===== src/rtl/div_seq_if.sv =====
// Operand/result bundle between the EX stage and the iterative divider.
// Handshake: EX raises start_i with stable operands and holds it until it sees ready_o; the divider holds ready_o/result_o until start_i drops.
interface div_seq_if #(
    parameter int DATA_W = 32
);
    logic                  signed_div_i;
    logic [DATA_W-1:0]     opdata1_i;
    logic [DATA_W-1:0]     opdata2_i;
    logic                  start_i;
    logic                  annul_i;
    logic [2*DATA_W-1:0]   result_o;
    logic                  ready_o;

    modport master (
        output signed_div_i, opdata1_i, opdata2_i, start_i, annul_i,
        input  result_o, ready_o
    );

    modport slave (
        input  signed_div_i, opdata1_i, opdata2_i, start_i, annul_i,
        output result_o, ready_o
    );
endinterface


===== src/rtl/div_seq.sv =====
// Radix-2 restoring divider for DIV/DIVU: one quotient bit per cycle, returns {remainder, quotient}.
// Operates on magnitudes and applies the sign fixup when the result is loaded.
module div_seq #(
    parameter int DATA_W = 32
) (
    input  logic        clk,
    input  logic        Rst_n,
    div_seq_if.slave    bus,
    output logic [1:0]  state_o
);
    localparam int CNT_W = $clog2(DATA_W + 1);

    typedef enum logic [1:0] {
        S_FREE   = 2'd0,
        S_BYZERO = 2'd1,
        S_ON     = 2'd2,
        S_END    = 2'd3
    } state_e;

    state_e                state_q, state_d;
    logic [CNT_W-1:0]      cnt_q, cnt_d;
    logic [2*DATA_W:0]     work_q, work_d;
    logic [DATA_W-1:0]     dvsr_q, dvsr_d;
    logic                  neg_quot_q, neg_quot_d;
    logic                  neg_rem_q, neg_rem_d;
    logic [2*DATA_W-1:0]   result_q, result_d;
    logic                  ready_q, ready_d;

    logic [DATA_W-1:0]     mag_a, mag_b;
    logic [DATA_W:0]       rem_shift;
    logic [DATA_W+1:0]     diff;
    logic [DATA_W-1:0]     quot_fix, rem_fix;
    logic                  unused_msb;

    assign mag_a = (bus.signed_div_i && bus.opdata1_i[DATA_W-1]) ? -bus.opdata1_i : bus.opdata1_i;
    assign mag_b = (bus.signed_div_i && bus.opdata2_i[DATA_W-1]) ? -bus.opdata2_i : bus.opdata2_i;

    // Partial remainder shifted left with the next dividend bit, then trial-subtracted.
    assign rem_shift = work_q[2*DATA_W-1:DATA_W-1];
    assign diff      = {1'b0, rem_shift} - {2'b00, dvsr_q};

    // The partial remainder never exceeds the divisor, so the top work bit stays zero.
    assign unused_msb = work_q[2*DATA_W];

    assign quot_fix = neg_quot_q ? -work_q[DATA_W-1:0]        : work_q[DATA_W-1:0];
    assign rem_fix  = neg_rem_q  ? -work_q[2*DATA_W-1:DATA_W] : work_q[2*DATA_W-1:DATA_W];

    always_ff @(posedge clk) begin
        if (!Rst_n) begin
            state_q    <= S_FREE;
            cnt_q      <= '0;
            work_q     <= '0;
            dvsr_q     <= '0;
            neg_quot_q <= 1'b0;
            neg_rem_q  <= 1'b0;
            result_q   <= '0;
            ready_q    <= 1'b0;
        end else begin
            state_q    <= state_d;
            cnt_q      <= cnt_d;
            work_q     <= work_d;
            dvsr_q     <= dvsr_d;
            neg_quot_q <= neg_quot_d;
            neg_rem_q  <= neg_rem_d;
            result_q   <= result_d;
            ready_q    <= ready_d;
        end
    end

    always_comb begin
        state_d    = state_q;
        cnt_d      = cnt_q;
        work_d     = work_q;
        dvsr_d     = dvsr_q;
        neg_quot_d = neg_quot_q;
        neg_rem_d  = neg_rem_q;
        result_d   = result_q;
        ready_d    = ready_q;

        case (state_q)
            S_FREE: begin
                ready_d  = 1'b0;
                result_d = '0;
                if (bus.start_i && !bus.annul_i) begin
                    if (bus.opdata2_i == '0) begin
                        state_d = S_BYZERO;
                    end else begin
                        state_d    = S_ON;
                        cnt_d      = '0;
                        work_d     = {{(DATA_W+1){1'b0}}, mag_a};
                        dvsr_d     = mag_b;
                        neg_quot_d = bus.signed_div_i & (bus.opdata1_i[DATA_W-1] ^ bus.opdata2_i[DATA_W-1]);
                        neg_rem_d  = bus.signed_div_i & bus.opdata1_i[DATA_W-1];
                    end
                end
            end
            S_BYZERO: begin
                work_d     = '0;
                neg_quot_d = 1'b0;
                neg_rem_d  = 1'b0;
                cnt_d      = '0;
                state_d    = S_END;
            end
            S_ON: begin
                if (bus.annul_i) begin
                    state_d  = S_FREE;
                    cnt_d    = '0;
                    ready_d  = 1'b0;
                    result_d = '0;
                end else begin
                    if (diff[DATA_W+1]) begin
                        work_d = {work_q[2*DATA_W-1:0], 1'b0};
                    end else begin
                        work_d = {diff[DATA_W:0], work_q[DATA_W-2:0], 1'b1};
                    end
                    cnt_d = cnt_q + CNT_W'(1);
                    if (cnt_q == CNT_W'(DATA_W - 1)) begin
                        state_d = S_END;
                    end
                end
            end
            S_END: begin
                // First END cycle loads the result even if start_i already dropped.
                if (bus.annul_i) begin
                    state_d  = S_FREE;
                    ready_d  = 1'b0;
                    result_d = '0;
                end else if (!ready_q) begin
                    result_d = {rem_fix, quot_fix};
                    ready_d  = 1'b1;
                end else if (!bus.start_i) begin
                    state_d  = S_FREE;
                    ready_d  = 1'b0;
                    result_d = '0;
                end
            end
            default: begin
                state_d = S_FREE;
            end
        endcase
    end

    assign bus.result_o = result_q;
    assign bus.ready_o  = ready_q;
    assign state_o      = state_q;
endmodule


===== src/flat_wrapper.sv =====
// flat-port wrapper written by rule: the top's interface ports become plain ports
module div_seq_flat 
#(
    parameter int DATA_W = 32
)
  (clk, Rst_n, state_o, bus_signed_div_i, bus_opdata1_i, bus_opdata2_i, bus_start_i, bus_annul_i, bus_result_o, bus_ready_o);
  div_seq_if #(.DATA_W(DATA_W)) bus_i ();
  input  logic clk;
  input  logic Rst_n;
  output logic [1:0] state_o;
  input wire logic [$bits(bus_i.signed_div_i)-1:0] bus_signed_div_i;
  input wire logic [$bits(bus_i.opdata1_i)-1:0] bus_opdata1_i;
  input wire logic [$bits(bus_i.opdata2_i)-1:0] bus_opdata2_i;
  input wire logic [$bits(bus_i.start_i)-1:0] bus_start_i;
  input wire logic [$bits(bus_i.annul_i)-1:0] bus_annul_i;
  output wire logic [$bits(bus_i.result_o)-1:0] bus_result_o;
  output wire logic [$bits(bus_i.ready_o)-1:0] bus_ready_o;
  assign bus_i.signed_div_i = bus_signed_div_i;
  assign bus_i.opdata1_i = bus_opdata1_i;
  assign bus_i.opdata2_i = bus_opdata2_i;
  assign bus_i.start_i = bus_start_i;
  assign bus_i.annul_i = bus_annul_i;
  assign bus_result_o = bus_i.result_o;
  assign bus_ready_o = bus_i.ready_o;
  div_seq #(.DATA_W(DATA_W)) u_core (.clk(clk), .Rst_n(Rst_n), .bus(bus_i), .state_o(state_o));
endmodule

===== config.mk =====
export PLATFORM = sky130hd
export DESIGN_NAME = div_seq_flat
export DESIGN_NICKNAME = d
export VERILOG_FILES = /design/src/rtl/div_seq_if.sv /design/src/rtl/div_seq.sv /design/src/flat_wrapper.sv
export SDC_FILE = /design/constraint.sdc
export NUM_CORES = 1
export LEC_CHECK = 0
export ABC_AREA = 1
export CORE_AREA = 5 5 166 168
export CTS_CLUSTER_SIZE = 25
export DETAILED_ROUTE_END_ITERATION = 12
export DIE_AREA = 0 0 171 173
export HOLD_SLACK_MARGIN = 0.12
export PLACE_DENSITY = 0.71
export SLEW_MARGIN = 5
export SYNTH_ARGS = -nofsm -noshare
export SYNTH_HDL_FRONTEND = slang
export SYNTH_SLANG_ARGS = --single-unit
export TNS_END_PERCENT = 50

===== constraint.sdc =====
create_clock -name clk -period 2.1 [get_ports clk]
set_input_delay 0.42 -clock clk [delete_from_list [all_inputs] [get_ports clk]]
set_output_delay 0.42 -clock clk [all_outputs]
set_load 0.01 [all_outputs]

==> results of run 1 <==
==> Yosys cell counts (8+ instances only) <==
master | number | share of area, %
o21ai_1 | 9 | 0.35
inv_1 | 300 | 8.8
nand3_1 | 224 | 8.8
a21oi_1 | 210 | 8.2
ha_1 | 41 | 4.0
xor2_1 | 19 | 1.3
nor3_1 | 26 | 1.0
nor2_1 | 166 | 4.9
buf_2 | 28 | 1.1
nand2_1 | 588 | 17
nand4_1 | 26 | 1.3
nand2_2 | 8 | 0.39
o21ai_0 | 134 | 5.2
clkbuf_1 | 35 | 1.0
a21oi_2 | 20 | 1.4
xnor2_1 | 19 | 1.3
a31oi_1 | 10 | 0.49
nor2_2 | 9 | 0.44
nand3b_1 | 9 | 0.53
dfxtp_1 | 171 | 27
buf_6 | 9 | 0.79
==> state kept, by name, indices dropped and copies added (netlist names) <==
register / count
u_core.bus.ready_o: 1
u_core.bus.result_o: 64
u_core.cnt_q: 6
u_core.dvsr_q: 32
u_core.neg_quot_q: 1
u_core.neg_rem_q: 1
u_core.state_o: 2
u_core.work_q: 64
==> power breakdown <==
group          switching [mW]  internal, mW
Sequential              0.520          3.75
Clock                    1.60          1.84
Combinational            5.96          4.10
==> placed cells by master, fill, tap and decap left out, types with 15 or more instances in the layout <==
master           netlist  routed
clkdlybuf4s50_1        0     135
inv_1                300     262
ha_4                   0      31
xor2_1                19      19
nor2_2                 9      33
clkbuf_16              0      19
xnor2_1               19      18
nor2_1               166     134
o21ai_1                9      23
inv_2                  7      33
nor3_1                26      19
dfxtp_1              171     129
dfxtp_2                0      42
a21oi_1              210     199
a21oi_2               20      27
o21ai_0              134     118
nand2_1              588     528
nand3_2                4      19
nand2_4                4      19
buf_4                  1     286
nand2_2                8      53
nand4_1               26      26
nor2_4                 6      15
nand3_1              224     204
==> through the flow <==
stage | TNS (ns) | total power, mW | hold slack [ns] | setup slack, ns
floorplan | 0 | 9.316 | 0.4324 | 0.1329
global placement | -31.17 | 12.56 | 0.4490 | -0.5047
detailed placement | -39.82 | 12.68 | 0.4551 | -0.5812
CTS | -0.01902 | 16.47 | 0.4662 | -0.01902
global route | -0.3638 | 18.87 | 0.4789 | -0.06553
finish | 0 | 17.78 | 0.4655 | 0.04809
==> metal layers <==
metal / vias up / track usage, % / routed length [um]
met5: - / 0 / 0
met2: 586 / 51.84 / 23150
met3: 122 / 3.562 / 3022
met1: 7055 / 38.98 / 19670
li1: 7718 / - / -
met4: 0 / 11.98 / 2045
==> worst min path at each step <==
| stage | endpoint | cells after the start |
|---|---|---|
| 2_1_floorplan | u_core.dvsr_q[10] | 2 |
| 3_3_place_gp | u_core.cnt_q[5] | 2 |
| 3_5_place_dp | u_core.bus.result_o[60] | 2 |
| 4_1_cts | u_core.bus.result_o[13] | 2 |
| 5_1_grt | u_core.bus.result_o[60] | 2 |
| 6_report | u_core.bus.result_o[60] | 2 |
==> cell type report <==
class | instances | area, um^2
clock buffer | 17 | 425.4
timing repair buffer | 445 | 3923
multi-input combinational | 1583 | 8872
sequential | 171 | 3476
clock inverter | 15 | 215.2
inverter | 308 | 1186
fill | 2246 | 7247
tap | 335 | 419.2
==> worst max-delay path: stages (launching register included) <==
cell,delay (ns)
dfxtp_1,0.33
buf_4,0.16
ha_4,0.26
nand2_1,0.06
nor2_2,0.12
nand3_2,0.11
nand3_4,0.10
nand2_2,0.07
nand2_2,0.10
nand2_4,0.08
nand2_4,0.10
buf_4,0.15
nand3_1,0.15
nand2_1,0.12
a21oi_2,0.05
==> cells by family (layout without fill, tap and decap cells) <==
family	count (synthesis)	count (layout)	synth area share, %
compound gates	413	413	17.42
buf+inv	387	785	12.27
flops	171	171	26.75
xor+xnor	38	38	2.600
fa+ha+maj	42	42	4.165
simple gates	1089	1090	36.80
==> repair_timing <==
| item | CTS | global route |
|---|---|---|
| hold buffers | 0 | 0 |
| pin swaps | 9 | 72 |
| gates cloned | 1 | 2 |
| setup endpoints to repair | 39 | 113 |
| buffers inserted | 9 | 10 |
| resized for setup | 81 | 251 |
==> metrics.cfg, run 1 <==
[floorplanning]
std_cell_rows=59
die_h_um=173
core_region_area_um2=25760
initial_utilization_pct=49.68
dieArea_um2=29580
dieWidth_um=171
ios=136

[grt]
grt_start_max_net_pins=60
grt_pass1_vias=14526
overall_routing_resource_usage_pct=30.40
grt_first_pass_wirelength_mm=73.22
grt_overflow_total=0
antenna_violations_before_repair=0

[placed_design]
detailedPlacementHpwl_mm=36.10
place.port_buffers=135
finalWeightedCongestion=0.9735
place_inst=2822
dpl_cell_area_um2=16490

[timing]
timing.slew.headroom_pct=59.98
timing_max_transition_violations_final=0
rsz_0062_raised_after_global_routing=true
layout_min_cycle_time_ns=2.052
setup-violations-final=0
finalHoldViolCount=0
achievable-frequency_mhz=487.4
worst_pin_slew_ns=0.5996
post-route-period-util_pct=97.71
timing.clock.skew_ns=0.01779

[final_layout]
post_route_cells_drive_above_1_share_pct=26.03
flow.area_growth_from_synthesis_pct=44.68
final-instance-count-excl-fill=2874
finish.instance_area_um2=18520
utilization_pct=71.87
final_net_count=2637
antenna-diode-count=0

[critical_path]
timing.reg2reg.worst_path_depth=14
critical_register_to_register_path_startpoint=u_core.work_q[32]
startpoint=u_core.work_q[32]
cp-start-kind=flip-flop
crit_end=u_core.work_q[58]
timing.critical_path.to_type=flip-flop
r2r_setup_slack_ns=0.05
timing.rr.end=u_core.work_q[58]
path_class=reg -> reg
critPathMaxFanout=5
timing.critical_path.required_ns=2.45
crit_arrival_ns=2.40

[min_path]
hold_path_startpoint=u_core.bus.result_o[60]
worst_hold_path_type=reg -> reg

[outcome]
status=finished clean

[pwr]
power_leakage_nw=8.516
vdd_ir_drop_max_v=0.0008205
power.density_nw_per_um2=960.4

[clocking]
cts_htree_levels=4
cts_made_buffers=17
clk_pin_slew_worst_paths_ns=0.08
cts_buffer_depth=2
insertion_delay_ns=0.45
clkSinkCount=171
tritoncts=yes
cts.root.buffer_cell=clkbuf_16

[detailed_routing]
wl_per_cell_um=16.66
number_of_violations_reported_at_the_end_of_detailed_routing_iteration_0=1429
route.detailed.vias_per_inst=5.387
detail_route.wirelength_mm=47.89
detailedRoute.firstPassIterationCount=8
ant_nets=0
via_count=15481
detail_route.drc_violations=0

[logic_synthesis]
synth_fp_nets=2251
synth.distinct_cells=46
asyncSetResetFlopFracSynth_pct=0
synth_enable_flop_cells=0
synth_seq_area_share_pct=26.75
ys_dominant_reg_cell=dfxtp_1
synth_cells=2140
yosys_register_bits=171
mean_syn_cell_area_um2=5.981
ys_warn_count=0
mappedNetlistArea_um2=12800

[flow_run]
number_of_max_capacitance_violations_reported=0

(Power assumes the default switching activity.)
==> run 2, diff against run 1 <==
--- a/config.mk
+++ b/config.mk
@@ -6,12 +6,12 @@
 export NUM_CORES = 1
 export LEC_CHECK = 0
 export ABC_AREA = 1
-export CORE_AREA = 5 5 166 168
+export CORE_AREA = 5 5 165 167
 export CTS_CLUSTER_SIZE = 25
 export DETAILED_ROUTE_END_ITERATION = 12
-export DIE_AREA = 0 0 171 173
+export DIE_AREA = 0 0 170 172
 export HOLD_SLACK_MARGIN = 0.12
-export PLACE_DENSITY = 0.71
+export PLACE_DENSITY = 0.72
 export SLEW_MARGIN = 5
 export SYNTH_ARGS = -nofsm -noshare
 export SYNTH_HDL_FRONTEND = slang
==> run 2 against run 1 <==
Against the previous run: first-iteration DRC count is 6.0% lower; critical path type unchanged; largest power group unchanged; cell area down 1.5%; sequential power hardly changed; maximum frequency is 1.1% lower; die area shrank 1.2%.
==> metrics.cfg, run 2 (synthesis gave the netlist of run 1 again) <==
[outcome]
status=finished clean

[min_path]
worst_hold_path_type=reg -> reg
hold_path_startpoint=u_core.cnt_q[5]
min_path_cells=2

[timing]
worst_slack_ns=0.02517
rsz_0062_raised_after_global_routing=true
worst_pin_slew_ns=0.5008
post-route-period-util_pct=98.80
layout_min_cycle_time_ns=2.075
finalHoldViolCount=0
timing.setup.tns_ns=0
setup-violations-final=0
achievable-frequency_mhz=482.0
fin_hold_ws_ns=0.4628
timing.slew.headroom_pct=66.58
timing.clock.skew_ns=0.01948
timing_max_transition_violations_final=0

[pwr]
switchingPower_mw=7.625
power.density_nw_per_um2=914.8
vdd_ir_drop_max_v=0.0007655
pwr-share-seq_pct=25.7
power_mw=16.68
switching_share_pct=45.72
power_leakage_nw=8.366
p_int_mw=9.054
combPwrFrac_pct=55.9
proportion_of_power_drawn_by_the_clock_network_pct=18.4

[final_layout]
fillerInstances=2234
final_net_count=2611
post_route_cells_drive_above_1_share_pct=24.47
antenna-diode-count=0
most_common_library_cell_in_the_layout_ignoring_fill_and_taps=nand2_1
utilization_pct=71.18
layout.cells.most_common_list=nand2_1 (532), inv_1 (266), buf_4 (261)
final-instance-count-excl-fill=2848
flow.area_growth_from_synthesis_pct=42.46
finish.instance_area_um2=18230

[placed_design]
finalWeightedCongestion=0.9992
dpl_cell_area_um2=16380
dp_slack_ns=-0.3361
place_inst=2801
place.port_buffers=135
detailedPlacementHpwl_mm=35.74

[clocking]
tritoncts=yes
cts_buffer_depth=2
cts.root.buffer_cell=clkbuf_16
insertion_delay_ns=0.44
clk_pin_slew_worst_paths_ns=0.08
cts_htree_levels=4
clkSinkCount=171
cts_made_buffers=17

[critical_path]
critPathTopFamily=simple AND/OR/NAND/NOR gates
critPathMaxFanout=4
critical_path.slowest_cell=dfxtp_1
critical_register_to_register_path_startpoint=u_core.work_q[36]
timing.rr.end=u_core.work_q[40]
timing.critical_path.required_ns=2.43
timing.critical_path.to_type=flip-flop
critical_path.most_common_cell=nand2_1
critPathMaxStageDelay_ns=0.45
path_class=reg -> reg
critical_path_cell_count=12
timing.reg2reg.worst_path_depth=12
crit_end=u_core.work_q[40]
crit_arrival_ns=2.40
cp-start-kind=flip-flop
worstPathCellList=ha_4 > nand2_1 > nand2_1 > nand2_1 > nand2_1 > inv_1 > nand2_4 > buf_4 > xnor2_1 > nand2_1 > nand3_1 > a21oi_1
r2r_setup_slack_ns=0.03
path_buf_inv=2
startpoint=u_core.work_q[36]

[floorplanning]
core_region_area_um2=25620
dieArea_um2=29240
std_cell_rows=59
dieWidth_um=170
ios=136
die_h_um=172
initial_utilization_pct=49.96

[grt]
grt_first_pass_wirelength_mm=70.51
grt_start_max_net_pins=60
grt_overflow_total=0
overall_routing_resource_usage_pct=29.80
grt_pass1_vias=14177
antenna_violations_before_repair=0

[detailed_routing]
route.detailed.vias_per_inst=5.412
number_of_violations_reported_at_the_end_of_detailed_routing_iteration_0=1343
detail_route.drc_violations=0
ant_nets=0
detailedRoute.firstPassIterationCount=6
detail_route.wirelength_mm=46.22
wl_per_cell_um=16.23
via_count=15414

[flow_run]
number_of_max_capacitance_violations_reported=0

[run 2: cell type report]
type	instances	area [um^2]	area share [%]
clock inverters	15	147.6	0.8098
multi-input cells	1582	8805	48.29
inverters	308	1182	6.485
clock buffers	17	425.4	2.333
flip-flops and latches	171	3478	19.08
well taps	335	419.2	2.299
repair buffers	420	3775	20.70
[run 2: worst min-delay path by stage]
stage                             end  slack [ns]
2_1_floorplan       u_core.dvsr_q[10]        0.43
6_report              u_core.cnt_q[5]        0.46
3_5_place_dp          u_core.cnt_q[5]        0.45
5_1_grt               u_core.cnt_q[5]        0.47
3_3_place_gp          u_core.cnt_q[5]        0.45
4_1_cts        u_core.bus.result_o[4]        0.46
[run 2: power groups by stage]
stage / sequential (mW) / combinational, mW / clock [mW]
detailed placement: 4.27 / 8.18 / 0
global placement: 4.25 / 8.07 / 0
floorplan: 4.14 / 5.18 / 0
global route: 4.33 / 10.2 / 3.24
CTS: 4.21 / 8.42 / 3.08
finish: 4.28 / 9.33 / 3.07
[run 2: timing repair]
item | CTS | global route
endpoints found under the setup margin | 34 | 95
buffers inserted | 4 | 8
gates cloned | 0 | 3
gates resized for setup | 48 | 254
pin swaps | 6 | 63
hold buffers | 0 | 0
[run 2: tightest hold or removal path, stage by stage, from the launching register on]
cell	delay [ns]
dfxtp_1	0.31
nand2_1	0.06
a21oi_1	0.05
[run 2: routing by layer]
metal  vias to the layer above  global-route usage, %  wire [um]
met5                         -                      0          0
met4                         0                  12.64       2190
met3                       123                  2.835       2261
met2                       528                  53.01      22510
met1                      7090                  36.95      19260
li1                       7673                      -          -
